`config.mk`:
```
export PLATFORM = sky130hd
export DESIGN_NAME = alu_share_arbiter_flat
export DESIGN_NICKNAME = d
export VERILOG_FILES = /design/src/rtl/alu_share_pkg.sv /design/src/rtl/alu_share_arbiter_if.sv /design/src/rtl/rr_pick.sv /design/src/rtl/alu_share_arbiter.sv /design/src/flat_wrapper.sv
export SDC_FILE = /design/constraint.sdc
export NUM_CORES = 1
export LEC_CHECK = 0
export BUFFER_PORTS_ARGS = -buffer_cell sky130_fd_sc_hd__buf_2
export CAP_MARGIN = 20
export CORE_ASPECT_RATIO = 0.75
export CORE_MARGIN = 2
export CORE_UTILIZATION = 40
export CTS_CLUSTER_SIZE = 28
export DETAILED_ROUTE_END_ITERATION = 12
export GPL_TIMING_DRIVEN = 0
export PLACE_DENSITY = 0.73
export SYNTH_ARGS = -nofsm -noshare
export SYNTH_HDL_FRONTEND = slang
export SYNTH_SLANG_ARGS = --single-unit
```
`constraint.sdc`:
```
create_clock -name clk -period 3.25 [get_ports clk]
set_input_delay 0.975 -clock clk [delete_from_list [all_inputs] [get_ports clk]]
set_output_delay 0.975 -clock clk [all_outputs]
set_load 0.02 [all_outputs]
```
`src/rtl/alu_share_pkg.sv`:
```
// Shared constants for the ALU-sharing arbiter: FSM encodings, flag bit
// positions inside the {N,Z,C,V} flag word, and the opcodes the ALU decodes.
// Purpose: common definitions. Latency: n/a. Backpressure: n/a.
package alu_share_pkg;

  // FSM encodings: IDLE -> WAIT -> RESP -> IDLE
  localparam logic [1:0] S_IDLE = 2'd0;
  localparam logic [1:0] S_WAIT = 2'd1;
  localparam logic [1:0] S_RESP = 2'd2;

  // Flag bit indices within the flag word
  localparam int FLAG_N = 3;
  localparam int FLAG_Z = 2;
  localparam int FLAG_C = 1;
  localparam int FLAG_V = 0;

  // Opcodes understood by the shared ALU
  localparam logic [3:0] OP_ADD = 4'h0;
  localparam logic [3:0] OP_SUB = 4'h1;
  localparam logic [3:0] OP_AND = 4'h2;
  localparam logic [3:0] OP_OR  = 4'h3;

endpackage

```
`src/rtl/alu_share_arbiter_if.sv`:
```
// Bundle of core-side request/response signals and ALU-side operand/result
// signals shared between the arbiter (slave) and the cores + ALU (master).
// Purpose: port grouping. Latency: n/a. Backpressure: grant held per operation.
//   req/req_a/req_b/req_op : per-core request level and packed operand fields
//   gnt/rsp_valid          : one-hot grant and one-cycle response pulse
//   result/flags/busy      : last captured ALU output, arbiter activity
//   alu_a/alu_b/alu_op     : registered operands towards the ALU
//   alu_result/alu_flags   : ALU outputs back to the arbiter
interface alu_share_arbiter_if #(
  parameter int N_REQ  = 4,
  parameter int DATA_W = 8,
  parameter int OP_W   = 4,
  parameter int FLAG_W = 4
);
  logic [N_REQ-1:0]        req;
  logic [N_REQ*DATA_W-1:0] req_a;
  logic [N_REQ*DATA_W-1:0] req_b;
  logic [N_REQ*OP_W-1:0]   req_op;
  logic [N_REQ-1:0]        gnt;
  logic [N_REQ-1:0]        rsp_valid;
  logic [DATA_W-1:0]       result;
  logic [FLAG_W-1:0]       flags;
  logic                    busy;
  logic [DATA_W-1:0]       alu_a;
  logic [DATA_W-1:0]       alu_b;
  logic [OP_W-1:0]         alu_op;
  logic [DATA_W-1:0]       alu_result;
  logic [FLAG_W-1:0]       alu_flags;

  modport master (
    output req, req_a, req_b, req_op, alu_result, alu_flags,
    input  gnt, rsp_valid, result, flags, busy, alu_a, alu_b, alu_op
  );

  modport slave (
    input  req, req_a, req_b, req_op, alu_result, alu_flags,
    output gnt, rsp_valid, result, flags, busy, alu_a, alu_b, alu_op
  );
endinterface

```
`src/rtl/rr_pick.sv`:
```
// Round-robin picker: first set request bit searching from ptr upwards, modulo N.
// Latency: combinational. Backpressure: none; any=0 when no request is set.
//   req    : request vector        ptr : search start index
//   onehot : one-hot winner        idx : binary winner index   any : |req
module rr_pick #(
  parameter int N = 4
) (
  input  logic [N-1:0]         req,
  input  logic [$clog2(N)-1:0] ptr,
  output logic [N-1:0]         onehot,
  output logic [$clog2(N)-1:0] idx,
  output logic                 any
);
  localparam int IW = $clog2(N);

  logic found;
  int   pos;

  always_comb begin
    onehot = '0;
    idx    = '0;
    found  = 1'b0;
    pos    = 0;
    for (int k = 0; k < N; k++) begin
      // Wrap explicitly so non-power-of-two N works too
      pos = int'(ptr) + k;
      if (pos >= N) pos = pos - N;
      if (!found && req[pos]) begin
        found       = 1'b1;
        onehot[pos] = 1'b1;
        idx         = IW'(pos);
      end
    end
  end

  assign any = |req;

endmodule

```
`src/rtl/alu_share_arbiter.sv`:
```
// Shares one ALU among N_REQ cores: round-robin grant, latch operands, wait, return result.
// Latency: rsp_valid ALU_LAT cycles after grant; one op per ALU_LAT+2 cycles.
// Backpressure: gnt held for the whole op; other requesters wait, no arbitration outside IDLE.
//   clk, reset : rising-edge clock, asynchronous active-high reset
//   bus        : slave side of alu_share_arbiter_if (core requests/responses, ALU operands/results)
// ALU_LAT must be >= 1; a zero-latency ALU is not supported.
module alu_share_arbiter
  import alu_share_pkg::*;
#(
  parameter int N_REQ   = 4,
  parameter int DATA_W  = 8,
  parameter int OP_W    = 4,
  parameter int FLAG_W  = 4,
  parameter int ALU_LAT = 1
) (
  input  logic               clk,
  input  logic               reset,
  alu_share_arbiter_if.slave bus
);
  localparam int IDX_W = $clog2(N_REQ);
  localparam int CNT_W = $clog2(ALU_LAT + 1);

  logic [1:0]        state_q,  state_d;
  logic [CNT_W-1:0]  cnt_q,    cnt_d;
  logic [IDX_W-1:0]  ptr_q,    ptr_d;
  logic [N_REQ-1:0]  gnt_q,    gnt_d;
  logic [N_REQ-1:0]  rsp_q,    rsp_d;
  logic [DATA_W-1:0] result_q, result_d;
  logic [FLAG_W-1:0] flags_q,  flags_d;
  logic [DATA_W-1:0] a_q,      a_d;
  logic [DATA_W-1:0] b_q,      b_d;
  logic [OP_W-1:0]   op_q,     op_d;

  logic [N_REQ-1:0]  pick_onehot;
  logic [IDX_W-1:0]  pick_idx;
  logic              pick_any;

  rr_pick #(.N(N_REQ)) u_pick (
    .req    (bus.req),
    .ptr    (ptr_q),
    .onehot (pick_onehot),
    .idx    (pick_idx),
    .any    (pick_any)
  );

  always_comb begin
    state_d  = state_q;
    cnt_d    = cnt_q;
    ptr_d    = ptr_q;
    gnt_d    = gnt_q;
    rsp_d    = '0;          // rsp_valid is only ever a single-cycle pulse
    result_d = result_q;    // result/flags persist until the next capture
    flags_d  = flags_q;
    a_d      = a_q;
    b_d      = b_q;
    op_d     = op_q;
    case (state_q)
      S_IDLE: begin
        if (pick_any) begin
          gnt_d   = pick_onehot;
          a_d     = bus.req_a[int'(pick_idx)*DATA_W +: DATA_W];
          b_d     = bus.req_b[int'(pick_idx)*DATA_W +: DATA_W];
          op_d    = bus.req_op[int'(pick_idx)*OP_W +: OP_W];
          cnt_d   = CNT_W'(ALU_LAT);
          // Winner moves to the back of the queue for the next arbitration
          ptr_d   = (int'(pick_idx) == N_REQ - 1) ? '0 : pick_idx + IDX_W'(1);
          state_d = S_WAIT;
        end else begin
          gnt_d = '0;
        end
      end
      S_WAIT: begin
        cnt_d = cnt_q - CNT_W'(1);
        if (cnt_q == CNT_W'(1)) begin
          result_d = bus.alu_result;
          flags_d  = bus.alu_flags;
          rsp_d    = gnt_q;
          state_d  = S_RESP;
        end
      end
      S_RESP: begin
        gnt_d   = '0;
        state_d = S_IDLE;
      end
      default: begin
        gnt_d   = '0;
        state_d = S_IDLE;
      end
    endcase
  end

  always_ff @(posedge clk or posedge reset) begin
    if (reset) begin
      state_q  <= S_IDLE;
      cnt_q    <= '0;
      ptr_q    <= '0;
      gnt_q    <= '0;
      rsp_q    <= '0;
      result_q <= '0;
      flags_q  <= '0;
      a_q      <= '0;
      b_q      <= '0;
      op_q     <= '0;
    end else begin
      state_q  <= state_d;
      cnt_q    <= cnt_d;
      ptr_q    <= ptr_d;
      gnt_q    <= gnt_d;
      rsp_q    <= rsp_d;
      result_q <= result_d;
      flags_q  <= flags_d;
      a_q      <= a_d;
      b_q      <= b_d;
      op_q     <= op_d;
    end
  end

  assign bus.gnt       = gnt_q;
  assign bus.rsp_valid = rsp_q;
  assign bus.result    = result_q;
  assign bus.flags     = flags_q;
  assign bus.busy      = (state_q != S_IDLE);
  assign bus.alu_a     = a_q;
  assign bus.alu_b     = b_q;
  assign bus.alu_op    = op_q;

endmodule

```
`src/flat_wrapper.sv`:
```
// flat-port wrapper written by rule: the top's interface ports become plain ports
module alu_share_arbiter_flat import alu_share_pkg::*;
#(
  parameter int N_REQ   = 4,
  parameter int DATA_W  = 8,
  parameter int OP_W    = 4,
  parameter int FLAG_W  = 4,
  parameter int ALU_LAT = 1
)
  (clk, reset, bus_req, bus_req_a, bus_req_b, bus_req_op, bus_alu_result, bus_alu_flags, bus_gnt, bus_rsp_valid, bus_result, bus_flags, bus_busy, bus_alu_a, bus_alu_b, bus_alu_op);
  alu_share_arbiter_if #(.N_REQ(N_REQ), .DATA_W(DATA_W), .OP_W(OP_W), .FLAG_W(FLAG_W)) bus_i ();
  input  logic clk;
  input  logic reset;
  input wire logic [$bits(bus_i.req)-1:0] bus_req;
  input wire logic [$bits(bus_i.req_a)-1:0] bus_req_a;
  input wire logic [$bits(bus_i.req_b)-1:0] bus_req_b;
  input wire logic [$bits(bus_i.req_op)-1:0] bus_req_op;
  input wire logic [$bits(bus_i.alu_result)-1:0] bus_alu_result;
  input wire logic [$bits(bus_i.alu_flags)-1:0] bus_alu_flags;
  output wire logic [$bits(bus_i.gnt)-1:0] bus_gnt;
  output wire logic [$bits(bus_i.rsp_valid)-1:0] bus_rsp_valid;
  output wire logic [$bits(bus_i.result)-1:0] bus_result;
  output wire logic [$bits(bus_i.flags)-1:0] bus_flags;
  output wire logic [$bits(bus_i.busy)-1:0] bus_busy;
  output wire logic [$bits(bus_i.alu_a)-1:0] bus_alu_a;
  output wire logic [$bits(bus_i.alu_b)-1:0] bus_alu_b;
  output wire logic [$bits(bus_i.alu_op)-1:0] bus_alu_op;
  assign bus_i.req = bus_req;
  assign bus_i.req_a = bus_req_a;
  assign bus_i.req_b = bus_req_b;
  assign bus_i.req_op = bus_req_op;
  assign bus_i.alu_result = bus_alu_result;
  assign bus_i.alu_flags = bus_alu_flags;
  assign bus_gnt = bus_i.gnt;
  assign bus_rsp_valid = bus_i.rsp_valid;
  assign bus_result = bus_i.result;
  assign bus_flags = bus_i.flags;
  assign bus_busy = bus_i.busy;
  assign bus_alu_a = bus_i.alu_a;
  assign bus_alu_b = bus_i.alu_b;
  assign bus_alu_op = bus_i.alu_op;
  alu_share_arbiter #(.N_REQ(N_REQ), .DATA_W(DATA_W), .OP_W(OP_W), .FLAG_W(FLAG_W), .ALU_LAT(ALU_LAT)) u_core (.clk(clk), .reset(reset), .bus(bus_i));
endmodule
```
Yosys cells after proc, flatten, opt, wreduce, memory -nomap -nowiden
Index checks and enable logic that the tools add are counted.
{"block": "op_classes", "n_addsub": 9, "magnitude_cmp": 12, "n_eq_ne": 4, "n_shift": 3, "mux": 45, "bitwise": 3, "reduce_logical": 18}
{"operator": "$ge 32x1->1 const B", "count": 4}
{"operator": "$lt 32x4->1 const B", "count": 4}
{"operator": "$mux 32", "count": 4}
{"operator": "$shiftx 32x6->8", "count": 2}
{"operator": "$mux 4", "count": 7}
{"operator": "$mux 1", "count": 16}
{"operator": "$shiftx 16x5->4", "count": 1}
{"operator": "$mux 2", "count": 7}
{"operator": "$or 4x4->4", "count": 3}
{"operator": "$sub 3x3->4 const B", "count": 3}
{"operator": "$ge 3x3->1 const B", "count": 3}
{"operator": "$bmux 1 s2", "count": 4}
{"operator": "$demux 1 s2", "count": 4}
{"operator": "$pmux 4 s2", "count": 1}
{"operator": "$reduce_and 2->1", "count": 4}
{"operator": "$logic_and 1x1->1", "count": 7}
{"operator": "$add 2x2->3 const B", "count": 2}
{"operator": "$eq 2x1->1 const B", "count": 2}
{"operator": "$ne 2x1->1 const B", "count": 2}
{"operator": "$pmux 2 s2", "count": 1}
{"operator": "$reduce_bool 2->1", "count": 2}
{"operator": "$reduce_or 4->1", "count": 1}
{"operator": "$sub 2x3->4 const B", "count": 1}
{"operator": "$add 2x1->3 const B", "count": 1}
{"operator": "other kinds (6)", "count": 8}
{"block": "totals", "register_bits": 45, "output_inout_bits": 41, "elab_cells": 104}

Depth between registers and ports, before layout
Gate-level depths: netlist of run 1.
{"block": "depth", "word_depth": 17, "ltp_mapped": 13, "mapped_depth_nobuf": 8}

Modules after synthesis
From an unflattened synthesis of run 1, not the netlist that was laid out.
{"block": "hier_totals", "hier_cells": 191, "area_unflattened_um2": 2788.9}
{"mod": "alu_share_arbiter", "n_inst": 1, "cells_per_inst": 137, "area_each_um2": 2306.0, "seq_area_each_um2": 1126.1}
{"mod": "rr_pick", "n_inst": 1, "cells_per_inst": 54, "area_each_um2": 483.0, "seq_area_each_um2": 0.0}

Least setup slack after synthesis of run 1
OpenSTA, ideal clock, no wires.
{"block": "synth_timing", "path_kind": "flip-flop to flip-flop", "start": "register u_core.ptr_q[0]", "end": "register u_core.a_q[2], in the netlist u_core.bus.alu_a[2]", "t_arrival_ps": 3322, "t_required_ps": 3101, "setup_slack_ps": -221, "stages_incl_launch_ff": 13, "path_buffers": 4, "period_less_slack_ps": 3471, "cell_sequence": "dfrtp_1 clkbuf_1 buf_1 inv_2 ha_1 mux4_2 nor2b_1 buf_6 or2_1 clkbuf_1 mux2_2 a21oi_1 a311oi_1"}
{"block": "synth_via", "elab_chain_cells": 16}
{"element": "from (decl)", "line": "alu_share_arbiter.sv:25", "rtl": "logic [IDX_W-1:0] ptr_q, ptr_d;"}
{"element": "from (signal assigned)", "line": "alu_share_arbiter.sv:107", "rtl": "ptr_q <= ptr_d;"}
{"element": "parallel branches: the longest is 14 deep, another holds $sub 3x3->4"}
{"element": "$mux 2 (*)", "line": "rr_pick.sv:28", "rtl": "if (!found && req[pos]) begin"}
{"element": "$shiftx 32x6->8 (*)", "line": "alu_share_arbiter.sv:61", "rtl": "a_d = bus.req_a[int'(pick_idx)*DATA_W +: DATA_W];"}
{"element": "to (signal assigned)", "line": "alu_share_arbiter.sv:101", "rtl": "a_q <= '0;"}
{"element": "to (signal assigned)", "line": "alu_share_arbiter.sv:112", "rtl": "a_q <= a_d;"}
{"element": "to (decl)", "line": "alu_share_arbiter.sv:30", "rtl": "logic [DATA_W-1:0] a_q, a_d;"}
Every way passes the cells marked *. The select of a mux whose other input is x is not followed.
A chain may end at the register's enable or synchronous reset.

Worst setup path in the final report of run 1
{"block": "layout_timing", "start": "register u_core.ptr_q[0]", "end": "register u_core.b_q[3], in the netlist u_core.bus.alu_b[3]"}
{"block": "layout_via", "elab_chain_cells": 16}
{"element": "parallel branches: the longest is 14 deep, another holds $sub 3x3->4"}
{"element": "$mux 2 (*)", "line": "rr_pick.sv:28"}
{"element": "$shiftx 32x6->8 (*)", "line": "alu_share_arbiter.sv:62", "rtl": "b_d = bus.req_b[int'(pick_idx)*DATA_W +: DATA_W];"}
{"element": "to (signal assigned)", "line": "alu_share_arbiter.sv:102", "rtl": "b_q <= '0;"}
{"element": "to (signal assigned)", "line": "alu_share_arbiter.sv:113", "rtl": "b_q <= b_d;"}
{"element": "to (decl)", "line": "alu_share_arbiter.sv:31", "rtl": "logic [DATA_W-1:0] b_q, b_d;"}
Marks and branches as above.

==> out/qor.txt, run 1 <==
Status -> finished, final reports clean
Final Cell Area -> 3914 um2
Comb power frac -> 68.3%
Worst clock skew -> 0.005948 ns
RSZ-0062 raised after global routing -> no
Pint -> 2141 uW
Register-to-Register Path Depth -> 13
Worst hold stages -> 2
Syn Nets -> 418
Synthesis-to-layout area growth -> 34.08%
Max Cap Viol -> 0
WL met2 -> 4150 um
Fin crit share -> 96.36%
Layout net count -> 562
Asr flop ratio synth -> 100.0%
Rel. slew slack -> 55.32%
Clk sinks -> 45
Core footprint -> 6929 um2
Switching share of power -> 48.88%
Library cells used by synthesis -> 43
Total track usage -> 22.06%
Avg WL per Cell -> 15.95 um
VDD IR max -> 0.0004623 V
Power density cells -> 1070 nW/um2
Slew @ Worst Pin -> 0.6677 ns
Critical path arrival -> 3.33 ns
Routed Wire Length -> 8918 um
Worst setup SP type -> register
CTS tree -> done
Die area -> 8004 um2
First-pass GRT wire length -> 13860 um
Vias/cell -> 5.376
Fin. max-slew vios -> 0
Post-route DRC -> 0
Ys flop type -> dfrtp_1
Initial Util -> 42.13%
Largest cells by area after synthesis -> dfrtp_1, mux2_2, nand2_1
EDFF count, synth -> 0
Root Driver -> clkbuf_8
Most common cell after layout, fill and taps aside -> buf_2
Bufs on Longest Clock Path -> 2
Largest net degree at the start of global routing -> 26
Die H -> 77.98 um
Psw -> 2047 uW
Crit. End Element -> register
Post-Place Cells -> 550
Gate Count Post-Synth -> 316
Leak pwr -> 0.001875 uW
Most frequent cells in the layout -> buf_2, dfrtp_1, nand2_1, nor2_1, mux2_2
Final Non-Filler Cells -> 559
Antenna violations before repair -> 0
Num CTS Buffers -> 5
I/O Buffers -> 135
Die W -> 102.6 um
Synthesized area per cell -> 9.238 um2
Routability cong. -> 0.8657
Starting DRC count in detailed routing -> 193
FMAX -> 0.3193 GHz
Post-DP HPWL -> 6914 um
Layout cells sized above 1 -> 41.87%
Global route total overflow -> 0
Clk slew on worst S/H paths -> 0.09 ns
Post-DP Area -> 3740 um2
Worst hold path class -> reg2reg
Seq cells post-synth -> 45
Power, Total -> 4187 uW
Reg power frac -> 23.2%
Diodes inserted -> 0
# rows -> 26
Clk network pwr share -> 8.4%
Post-synth top area share -> 38.58%
Layout Utilization -> 56.48%
Final setup viols -> 0
Routed Antenna Nets -> 0
Synth area leader -> dfrtp_1
Top routing layer in use -> met4
Htree depth -> 2
Metal3 WL -> 806 um
Metal-1 WL -> 3932 um
Clock period minus final worst setup slack -> 3.132 ns
Register area share after synthesis -> 38.58%
Worst setup path class -> reg2reg
Clock latency on the worst-skew pair -> 0.29 ns
Dpl ws -> -0.5281 ns
First-pass DRT Iterations -> 7
Via count -> 3005
Mapped cell area -> 2919 um2
Io pins -> 139
Via count of the first global-routing pass -> 2878
Final hold vios -> 0
Critical Path RT -> 3.44 ns
Setup ws final -> 0.1184 ns
Yosys warns -> 0
Worst Path Max Fanout -> 11
==> state kept, by name, indices dropped and copies added (netlist names), 4 cells and up <==
register              flops
u_core.bus.gnt            4
u_core.bus.alu_a          8
u_core.bus.rsp_valid      4
u_core.bus.result         8
u_core.bus.alu_b          8
u_core.bus.flags          4
u_core.bus.alu_op         4
==> power groups by stage <==
stage,Sequential [uW],Combinational (uW),Clock (uW)
6_report,973,2860,353
5_1_grt,1010,3130,385
4_1_cts,973,2770,366
3_5_place_dp,988,2700,0
3_3_place_gp,980,2620,0
2_1_floorplan,1250,1680,0
==> worst max-delay path, cell delays in order (launching register included) <==
cell and delay, ns:
dfrtp_2 0.41, clkbuf_4 0.20, buf_6 0.17, inv_6 0.10, ha_2 0.33, mux4_2 0.36, nor2b_1 0.05, buf_6 0.14
or4_4 0.51, buf_6 0.17, nand2_8 0.08, buf_6 0.16, nand2_1 0.06, a311oi_1 0.26
==> synthesized netlist by cell type, drive strengths merged, types with 4 or more instances <==
cell,n
a211oi,8
a21o,8
a21oi,9
a221o,7
a221oi,4
a22oi,4
a311oi,14
and3,4
buf,11
clkbuf,12
dfrtp,45
ha,4
inv,14
mux2,19
mux2i,14
nand2,45
nand3,7
nor2,36
nor2b,5
o211ai,6
o21ai,17
o2bb2ai,8
==> stage by stage <==
step	TNS, ns	hold WS, ns
after floorplan	0	0.5022
after global placement	-7.851	0.4777
after detailed placement	-10.56	0.4891
after CTS	0	0.5136
after global routing	0	0.5316
final	0	0.5069
==> worst paths after layout <==
| kind | slack (ns) | endpoint | startpoint |
|---|---|---|---|
| setup / recovery | 0.12 | u_core.bus.alu_b[3] | u_core.ptr_q[0] |
| setup reg to reg | 0.12 | u_core.bus.alu_b[3] | u_core.ptr_q[0] |
| hold reg to reg | 0.51 | u_core.bus.alu_b[0] | u_core.bus.alu_b[0] |
| hold / removal | 0.51 | u_core.bus.alu_b[0] | u_core.bus.alu_b[0] |
| max in group asynchronous | 2.05 | u_core.bus.gnt[0] | reset |
| min in group asynchronous | 0.69 | u_core.bus.result[3] | reset |
==> cell type report <==
type	count	area, um2
clock inverter	2	15.01
multi-input combinational	234	1665
timing repair buffer	138	710.7
buffer	22	142.6
clock buffer	6	72.57
inverter	14	57.56
sequential	45	1127
fill	672	3015
tap	98	122.6
==> routing by layer <==
| layer | GRT usage [%] | vias up |
|---|---|---|
| met3 | 5.045 | 4 |
| met5 | 0 | - |
| met2 | 35.10 | 135 |
| li1 | - | 1442 |
| met4 | 2.800 | 0 |
| met1 | 31.44 | 1424 |
==> kinds of logic (layout without fill, tap and decap cells) <==
group | after synthesis | count (layout) | share of synthesized area (%)
AOI/OAI and AO/OA | 90 | 90 | 23.02
xor gates and xnor gates | 1 | 1 | 0.3001
adders and majority gates | 4 | 4 | 1.715
buffers and inverters | 37 | 182 | 6.043
DFF | 45 | 45 | 38.58
muxes | 36 | 36 | 14.44
and+or+nand+nor | 103 | 103 | 15.90
==> what timing repair did <==
item | CTS | global route
gates resized for setup | 10 | 10
setup endpoints to repair | 26 | 17
gates cloned | 0 | 0
hold buffers | 0 | 0
setup buffers | 2 | 0
(Power assumes the default switching activity.)
==> run 2: changes to the inputs <==
--- a/config.mk
+++ b/config.mk
@@ -7,13 +7,15 @@
 export LEC_CHECK = 0
 export BUFFER_PORTS_ARGS = -buffer_cell sky130_fd_sc_hd__buf_2
 export CAP_MARGIN = 20
+export CELL_PAD_IN_SITES_DETAIL_PLACEMENT = 1
+export CELL_PAD_IN_SITES_GLOBAL_PLACEMENT = 1
 export CORE_ASPECT_RATIO = 0.75
 export CORE_MARGIN = 2
-export CORE_UTILIZATION = 40
+export CORE_UTILIZATION = 30
 export CTS_CLUSTER_SIZE = 28
 export DETAILED_ROUTE_END_ITERATION = 12
 export GPL_TIMING_DRIVEN = 0
-export PLACE_DENSITY = 0.73
+export PLACE_DENSITY_LB_ADDON = 0.1
 export SYNTH_ARGS = -nofsm -noshare
 export SYNTH_HDL_FRONTEND = slang
 export SYNTH_SLANG_ARGS = --single-unit
==> run 2 against run 1 <==
Largest power group unchanged. Sequential power is essentially flat. Global-route usage shrank 3.2 points. Critical endpoint unchanged. Highest routed layer unchanged. Sequential share of layout area shrank 0.76 points. Core utilization shrank 14 points. Critical path depth is the same. Hold slack lost 0.010 ns. Via count grew 0.43%. Clock skew grew 0.0019 ns. First-iteration DRC count shrank 56%. Combinational power grew 2%. Clock power grew 44%.
==> out/qor.txt, run 2 (synthesis results as in run 1) <==
Initial Util -> 30.59% (-12 points)
Routed Antenna Nets -> 0 (unchanged)
FMAX -> 0.3225 GHz (+1.0%)
FILL cells -> 1157 (+72%)
Reg area -> 1127 um2 (unchanged)
Clk slew on worst S/H paths -> 0.07 ns (-0.02 ns)
Io pins -> 139 (unchanged)
Hold-fix buffers at CTS -> 0 (unchanged)
RSZ-0062 raised after global routing -> no
Clock period minus final worst setup slack -> 3.100 ns (-0.03115 ns)
Bufs on Longest Clock Path -> 2 (unchanged)
Global route total overflow -> 0 (unchanged)
Htree depth -> 2 (unchanged)
Power, Total -> 4409 uW (+5.3%)
Rel. slew slack -> 55.85% (+0.53 points)
Die area -> 10540 um2 (+32%)
Num CTS Buffers -> 5 (unchanged)
Layout net count -> 562 (unchanged)
CP peak stage delay -> 0.51 ns (about the same)
Slew @ Worst Pin -> 0.6623 ns (-0.005452 ns)
Diodes inserted -> 0 (unchanged)
Antenna violations before repair -> 0 (unchanged)
Routed Wire Length -> 10040 um (+13%)
Max Cap Viol -> 0 (unchanged)
Die H -> 89.43 um (+15%)
I/O Buffers -> 135 (unchanged)
Worst clock skew -> 0.007876 ns (+0.001928 ns)
CP cell instances -> clkbuf_8, buf_4, inv_4, ha_4, mux4_2, nor2b_1, buf_6, or4_4, buf_6, nand2_8, buf_6, nand2_1, a311oi_1
Grt met2 use -> 30.92% (-4.2 points)
Leak pwr -> 0.001911 uW (+2.0%)
Clk sinks -> 45 (unchanged)
Worst setup path class -> reg2reg
Worst Path Max Fanout -> 11 (unchanged)
Power density cells -> 1097 nW/um2 (+2.5%)
First-pass DRT Iterations -> 4 (-3)
Post-route DRC -> 0 (unchanged)
Avg WL per Cell -> 16.93 um (+6.1%)
Fin. max-slew vios -> 0 (unchanged)
First-pass GRT wire length -> 15800 um (+14%)
Vias/cell -> 5.089 (-5.3%)
Status -> finished, final reports clean
Final hold vios -> 0 (unchanged)
VDD IR max -> 0.0003184 V (-31%)
Hold WS -> 0.4968 ns (-0.01017 ns)
Most frequent cells in the layout -> buf_2, dfrtp_1, nand2_1, nor2_1, mux2_2
Die W -> 117.9 um (+15%)
Layout cells sized above 1 -> 42.52% (+0.65 points)
Post-DP Area -> 3782 um2 (+1.1%)
Clock latency on the worst-skew pair -> 0.29 ns (about the same)
Busiest grt layer -> met2
Final setup viols -> 0 (unchanged)
Final Cell Area -> 4020 um2 (+2.7%)
Post-DP HPWL -> 7859 um (+14%)
Crit-path slowest cell -> or4_4
Crit. End Element -> register
# rows -> 31 (+19%)
Via count -> 3018 (+0.43%)
Via count of the first global-routing pass -> 3062 (+6.4%)
Most common cell after layout, fill and taps aside -> buf_2
Crit path top cell by count -> buf_6
Synthesis-to-layout area growth -> 37.72%
Fin crit share -> 95.40% (-0.96 points)
Worst setup SP type -> register
Largest net degree at the start of global routing -> 26 (unchanged)
Grt met1 use -> 25.91% (-5.5 points)
CTS tree -> done
Worst hold path class -> reg2reg
Footprint of the multi-input gates -> 1673 um2 (+0.45%)
Root Driver -> clkbuf_16
Critical Path RT -> 3.44 ns (about the same)
Routability cong. -> 0.7844 (-9.4%)
GR Layer Usage met3 -> 4.592% (-0.45 points)
Layout Utilization -> 42.13% (-14 points)
Worst Path Buf+Inv -> 6 (unchanged)
Total track usage -> 18.88% (-3.2 points)
Starting DRC count in detailed routing -> 84 (-56%)
Critical path arrival -> 3.29 ns (-0.04 ns)
Top delay family on crit path -> buffers and inverters
Core footprint -> 9542 um2 (+38%)
-- run 2: final timing paths --
check,slack (ns),endpoint,cells after the start,start
hold reg to reg,0.50,u_core.bus.alu_a[0],2,u_core.bus.alu_a[0]
min in group asynchronous,0.71,u_core.bus.alu_b[1],2,reset
max in group asynchronous,2.03,u_core.ptr_q[0],3,reset
hold / removal,0.50,u_core.bus.alu_a[0],2,u_core.bus.alu_a[0]
setup / recovery,0.15,u_core.bus.alu_b[3],13,u_core.ptr_q[0]
setup reg to reg,0.15,u_core.bus.alu_b[3],13,u_core.ptr_q[0]
-- run 2: cell type report --
class,instances,share of cell area (%)
Buffer,22,3.641
Clock buffer,5,3.112
Clock inverter,3,0.4357
Inverter,14,1.369
Multi-Input combinational cell,234,41.61
Sequential cell,45,28.04
Tap cell,132,4.108
Timing Repair Buffer,138,17.68
-- run 2: power by group --
group	total [uW]	switching (uW)	internal, uW
logic	2920	1750	1170
registers	976	146	830
clock network	508	226	282
-- run 2: timing repair --
action                                  4_1_cts  5_1_grt
endpoints found under the setup margin       26       15
resized for setup                            19        2
setup buffers                                 2        0
endpoints found under the hold margin         0        0
-- run 2: per-layer routing --
metal / part of all wire, % / wire length (um)
met4: 0.37 / 37
met2: 46 / 4609
met3: 6.0 / 604
met1: 48 / 4791
met5: 0 / 0
-- run 2: metrics by stage --
stage                     setup TNS [ns]  setup slack, ns  instances
after global routing                   0         0.004371        593
after floorplan                        0          0.02247        316
final                                  0           0.1495        593
after CTS                              0          0.04942        593
after detailed placement          -12.44          -0.6079        584
after global placement            -10.98          -0.5817        583
-- run 2: worst min-delay path: cells and delay by family, from the launching register on --
family	cells	cell delay (ns)
AO/OA/AOI/OAI	1	0.07
flip-flops	1	0.34
AND/OR/NAND/NOR	1	0.05
